$ cat src/rtl/reaction_ms_counter_pkg.sv
// +----------------------------------------------------------------------+
// | reaction_pkg : shared constants for the reaction-timer ms counter    |
// | Rev 1.0                                                              |
// +----------------------------------------------------------------------+
`default_nettype none

package reaction_pkg;

   localparam logic [1:0] ST_IDLE     = 2'd0;
   localparam logic [1:0] ST_RUN      = 2'd1;
   localparam logic [1:0] ST_HOLD     = 2'd2;

   localparam logic [3:0] BCD_MAX     = 4'd9;
   localparam int         DIV_DEFAULT = 50000;
   localparam int         NDIG        = 4;

endpackage

`default_nettype wire

$ cat src/rtl/reaction_ms_counter_bcd_digit.sv
// +----------------------------------------------------------------------+
// | bcd_digit : single decade counter with synchronous clear/zero        |
// | Rev 1.0                                                              |
// +----------------------------------------------------------------------+
`default_nettype none

module bcd_digit
   import reaction_pkg::*;
(
   input  logic       clk,
   input  logic       reset_n,
   input  logic       clr,
   input  logic       zero,
   input  logic       en,
   output logic [3:0] q,
   output logic       carry
);

   logic [3:0] q_q;
   logic [3:0] q_d;

   always_comb begin
      q_d = q_q;
      if (clr || zero) begin
         q_d = 4'd0;
      end else if (en) begin
         q_d = (q_q == BCD_MAX) ? 4'd0 : q_q + 4'd1;
      end
   end

   always_ff @(posedge clk or negedge reset_n) begin
      if (!reset_n) begin
         q_q <= 4'd0;
      end else begin
         q_q <= q_d;
      end
   end

   assign q     = q_q;
   assign carry = en & (q_q == BCD_MAX);

endmodule

`default_nettype wire

$ cat src/rtl/reaction_ms_counter.sv
// +----------------------------------------------------------------------+
// | reaction_ms_counter : measures start->stop interval in BCD ms        |
// | Rev 1.0                                                              |
// +----------------------------------------------------------------------+
`default_nettype none

module reaction_ms_counter
   import reaction_pkg::*;
#(
   parameter int DIV = DIV_DEFAULT
) (
   input  logic       clk,
   input  logic       reset_n,
   input  logic       start_clock,
   input  logic       stop_clock,
   input  logic       clr,
   output logic [3:0] bcd0,
   output logic [3:0] bcd1,
   output logic [3:0] bcd2,
   output logic [3:0] bcd3,
   output logic       busy,
   output logic       done_pulse,
   output logic       ovf,
   output logic       false_start
);

   localparam int          PW        = $clog2(DIV);
   localparam logic [PW-1:0] PRESC_MAX = PW'(DIV - 1);

   logic [1:0]    state_q, state_d;
   logic [PW-1:0] presc_q, presc_d;
   logic          start_dly_q, start_dly_d;
   logic          busy_q, busy_d;
   logic          done_q, done_d;
   logic          ovf_q, ovf_d;
   logic          fs_q, fs_d;

   logic          start_rise;
   logic          ms_tick;
   logic          all_nines;
   logic          inc;
   logic          dig_zero;
   logic [3:0]    digit_q [NDIG];
   logic [NDIG-1:0] carry;
   logic [NDIG-1:0] dig_en;
   logic          unused_carry;

   assign start_rise = start_clock & ~start_dly_q;
   assign ms_tick    = (state_q == ST_RUN) && (presc_q == PRESC_MAX);

   always_comb begin
      all_nines = 1'b1;
      for (int i = 0; i < NDIG; i++) begin
         if (digit_q[i] != BCD_MAX) all_nines = 1'b0;
      end
   end

   always_comb begin
      state_d     = state_q;
      presc_d     = presc_q;
      ovf_d       = ovf_q;
      fs_d        = fs_q;
      done_d      = 1'b0;
      inc         = 1'b0;
      dig_zero    = 1'b0;
      start_dly_d = start_clock;
      if (clr) begin
         state_d = ST_IDLE;
         presc_d = '0;
         ovf_d   = 1'b0;
         fs_d    = 1'b0;
      end else begin
         case (state_q)
            ST_IDLE: begin
               if (start_rise) begin
                  state_d  = ST_RUN;
                  presc_d  = '0;
                  dig_zero = 1'b1;
                  ovf_d    = 1'b0;
                  fs_d     = 1'b0;
               end else if (stop_clock && !start_clock) begin
                  fs_d = 1'b1;
               end
            end
            ST_RUN: begin
               presc_d = ms_tick ? '0 : presc_q + PW'(1);
               // Stop outranks a coincident tick so the reading is truncated.
               if (stop_clock) begin
                  state_d = ST_HOLD;
                  done_d  = 1'b1;
               end else if (ms_tick && all_nines) begin
                  state_d = ST_HOLD;
                  ovf_d   = 1'b1;
                  done_d  = 1'b1;
               end else if (!start_clock) begin
                  state_d  = ST_IDLE;
                  presc_d  = '0;
                  dig_zero = 1'b1;
               end else begin
                  inc = ms_tick;
               end
            end
            ST_HOLD: begin
               if (!start_clock) state_d = ST_IDLE;
            end
            default: state_d = ST_IDLE;
         endcase
      end
      busy_d = (state_d == ST_RUN);
   end

   always_ff @(posedge clk or negedge reset_n) begin
      if (!reset_n) begin
         state_q     <= ST_IDLE;
         presc_q     <= '0;
         start_dly_q <= 1'b0;
         busy_q      <= 1'b0;
         done_q      <= 1'b0;
         ovf_q       <= 1'b0;
         fs_q        <= 1'b0;
      end else begin
         state_q     <= state_d;
         presc_q     <= presc_d;
         start_dly_q <= start_dly_d;
         busy_q      <= busy_d;
         done_q      <= done_d;
         ovf_q       <= ovf_d;
         fs_q        <= fs_d;
      end
   end

   for (genvar i = 0; i < NDIG; i++) begin : g_digit
      if (i == 0) begin : g_lsd
         assign dig_en[i] = inc;
      end else begin : g_upper
         assign dig_en[i] = carry[i-1];
      end
      bcd_digit u_digit (
         .clk     (clk),
         .reset_n (reset_n),
         .clr     (clr),
         .zero    (dig_zero),
         .en      (dig_en[i]),
         .q       (digit_q[i]),
         .carry   (carry[i])
      );
   end

   // Saturation is handled before the chain, so the top carry never fires.
   assign unused_carry = carry[NDIG-1];

   assign bcd0        = digit_q[0];
   assign bcd1        = digit_q[1];
   assign bcd2        = digit_q[2];
   assign bcd3        = digit_q[3];
   assign busy        = busy_q;
   assign done_pulse  = done_q;
   assign ovf         = ovf_q;
   assign false_start = fs_q;

endmodule

`default_nettype wire
$ cat config.mk
export PLATFORM = sky130hd
export DESIGN_NAME = reaction_ms_counter
export DESIGN_NICKNAME = d
export VERILOG_FILES = /design/src/rtl/reaction_ms_counter_pkg.sv /design/src/rtl/reaction_ms_counter_bcd_digit.sv /design/src/rtl/reaction_ms_counter.sv
export SDC_FILE = /design/constraint.sdc
export NUM_CORES = 1
export LEC_CHECK = 0
export CORE_MARGIN = 2
export CORE_UTILIZATION = 35
export CTS_CLUSTER_SIZE = 8
export DETAILED_ROUTE_END_ITERATION = 10
export SETUP_SLACK_MARGIN = 0.15
export SLEW_MARGIN = 5
export SYNTH_ARGS = -nofsm -noshare
export SYNTH_HDL_FRONTEND = slang
export SYNTH_SLANG_ARGS = --single-unit
$ cat constraint.sdc
create_clock -name clk -period 2.4 [get_ports clk]
set_input_delay 0.36 -clock clk [delete_from_list [all_inputs] [get_ports clk]]
set_output_delay 0.36 -clock clk [all_outputs]
set_load 0.005 [all_outputs]
==> flow_summary.json <==
{
  "pre_cts_ws_ns": -0.0189,
  "cts_buffer_depth": 2,
  "cts_hold_buf": 0,
  "final_layout_size_suffix_gt1_share_pct": 19.9,
  "yosys.area.top_type": "dfrtp_1",
  "grt_start_max_net_pins": 40,
  "critPathRequiredTime_ns": 2.62,
  "clk_latency_ns": 0.30,
  "cp_max_fo": 8,
  "crit_path_end_kind": "flop",
  "regArea_sq_um": 980,
  "cp-start-kind": "flop",
  "yosysMostFrequentCell": "dfrtp_1",
  "fmax_mhz": 452,
  "area_growth_pct": 31.7,
  "power.leakage_nw": 1.27,
  "synth_cell_type_count": 44,
  "fin_ws_ns": 0.189,
  "syn_avg_cell_area_sq_um": 9.10,
  "hold_violations": 0,
  "tritoncts": "done",
  "critPathLaunch": "presc_q[7]",
  "clock_sinks": 39,
  "dieArea_sq_um": 7190,
  "worstReg2RegStart": "presc_q[7]",
  "drc_errors": 0,
  "track_usage_pct": 16.5,
  "vias": 2080,
  "synth-seq-area-share_pct": 42.7,
  "core_area_sq_um": 6310,
  "p_int_uw": 956,
  "grt_antenna_before_repair": 0,
  "hp-class": "in2async",
  "wl_um": 5620,
  "maxCapViolations": 0,
  "criticalPathCategory": "reg2reg",
  "pwr-share-seq_pct": 52.9,
  "cts_buffers": 5,
  "synth_edf_count": 0,
  "rsz0062_at_grt": "yes",
  "gr-total-overflow": 0,
  "fillers": 618,
  "final.min_clock_period_ns": 2.21,
  "first_global_vias": 1992,
  "cp_data_arrival_time_ns": 2.43,
  "worst_pin_slew_ns": 0.898,
  "synth_top_area_share_pct": 42.7,
  "slew_viol_final": 0,
  "multiInputGateArea_sq_um": 1220,
  "power_switching_uw": 300,
  "diodes": 0,
  "final_nets": 329,
  "yosys_warnings": 0,
  "clkTransAtPathRegs_ns": 0.08,
  "wl_per_cell_um": 14.3,
  "num_rows": 29,
  "syn-num-nets": 265,
  "post_dp_cell_area_sq_um": 2860,
  "start_util_pct": 36.2,
  "netlist_instances": 251,
  "synth_common_cells": "39 x dfrtp_1, 21 x o21ai_0, 18 x a21oi_1",
  "portBuffers": 24,
  "power_frac_comb_pct": 6.7,
  "pwr_density_cell_nw_per_um2": 417,
  "die_y_um": 84.8,
  "setup_viol_count_final": 0,
  "clockPowerShare_pct": 40.4,
  "first_iter_violations": 107,
  "async_flop_share_pct": 100,
  "root_buffer": "clkbuf_8",
  "cts_htree_levels": 2,
  "synth_ff_type": "dfrtp_1",
  "ant_nets": 0,
  "drt-pass1-iter-count": 6,
  "gp_congestion": 0.871,
  "ys_top_cells_by_area": "dfrtp_1 43%, ha_1 4.9%, o21ai_0 4.6%",
  "ir_worst_vdd_mv": 0.262,
  "die_w_um": 84.8,
  "ioPinCount": 25,
  "dp_hpwl_um": 3980,
  "fin_crit_sh_pct": 92.1,
  "vias_per_cell": 5.29,
  "grt_pass1_wl_um": 9650,
  "fin_skew_ns": 0.00873,
  "relSlewSlack_pct": 40.1,
  "swShare_pct": 23.9,
  "fin_area_sq_um": 3010,
  "yosys_register_bits": 39,
  "synth_area_sq_um": 2280,
  "status": "complete, no violations"
}
metal layers:
| layer | routed length [um] | share of wire (%) | track usage, % |
|---|---|---|---|
| met5 | 0 | 0 | 0 |
| met4 | 34 | 0.61 | 3.61 |
| met3 | 221 | 3.9 | 4.62 |
| met2 | 2570 | 46 | 25.1 |
| met1 | 2790 | 50 | 23.5 |
flip-flops by register name, indices dropped and copies added (netlist names):
register,cells
busy,1
done_pulse,1
false_start,1
g_digit.u_digit.q,16
ovf,1
presc_q,16
start_dly_q,1
state_q,2
worst max-delay path: stages (launching register included):
cell	delay [ns]
dfrtp_2	0.45
nor4b_4	0.31
nand4_2	0.15
buf_4	0.19
or3_4	0.41
buf_2	0.18
or3_1	0.31
a21oi_1	0.14
per-stage QoR:
step | utilization [%] | cells | hold slack (ns) | setup TNS (ns) | total power [mW]
2_1_floorplan | - | 251 | 0.0644 | 0 | 0.716
3_3_place_gp | 45.3 | 381 | 0.485 | 0 | 0.759
3_5_place_dp | 45.3 | 381 | 0.496 | -0.103 | 0.760
4_1_cts | 47.1 | 389 | 0.224 | 0 | 1.26
5_1_grt | 47.6 | 393 | 0.255 | 0 | 1.32
6_report | 47.6 | 393 | 0.179 | 0 | 1.26
placed cells by master (no fill, tap or decap), types with 2 or more instances in the layout:
master,netlist,routed
o21ai_1,5,5
and2_1,3,3
and4_1,3,3
o22ai_1,2,2
buf_4,0,43
nand2b_1,3,3
dfrtp_1,39,36
and3b_1,5,5
inv_1,14,14
o21ai_0,21,21
a31oi_1,3,3
nor2_1,16,15
mux2i_1,4,4
buf_2,4,2
clkdlybuf4s50_1,0,23
or4_1,5,5
dfrtp_2,0,3
xnor2_1,3,3
or3_1,9,9
nand3b_1,2,2
nand4_1,5,5
nor3_1,13,13
o21a_1,2,2
o31ai_1,6,6
nand2_1,17,17
and3_1,4,4
ha_1,9,9
clkbuf_8,0,7
a21oi_1,18,18
nand3_1,13,13
worst paths after layout:
path | end | slack [ns] | cells past startpoint
max in group asynchronous | presc_q[11] | 1.60 | 1
setup / recovery | g_digit[2].u_digit.q[0] | 0.19 | 7
hold / removal | presc_q[10] | 0.18 | 1
setup reg to reg | g_digit[2].u_digit.q[0] | 0.19 | 7
hold reg to reg | false_start | 0.51 | 1
min in group clk | false_start | 0.51 | 1
power groups by stage:
stage	Combinational (mW)	Sequential [mW]	Clock, mW
6_report	0.0843	0.665	0.507
4_1_cts	0.0850	0.665	0.514
2_1_floorplan	0.0378	0.678	0
5_1_grt	0.0951	0.665	0.556
3_5_place_dp	0.0825	0.678	0
3_3_place_gp	0.0811	0.678	0
layout make-up:
cell class | instances | share of cell area [%]
Timing Repair Buffer | 68 | 18.7
Tap cell | 77 | 3.20
Clock buffer | 8 | 3.33
Multi-Input combinational cell | 187 | 40.4
Sequential cell | 39 | 32.6
Inverter | 14 | 1.75
cell families after synthesis:
logic type                 share of synthesized area [%]
AOI/OAI and AO/OA                                   15.9
xor gates and xnor gates                            1.53
adders and majority gates                           4.93
buffers and inverters                               4.65
DFF                                                 42.7
muxes                                               1.75
and+or+nand+nor                                     28.5
what timing repair did:
item	4_1_cts	5_1_grt
hold endpoints to repair	0	0
pin swaps	0	2
resized for setup	1	4
setup endpoints to repair	6	10
buffers inserted	0	4
Note: power is estimated with default switching activity, not from simulation.
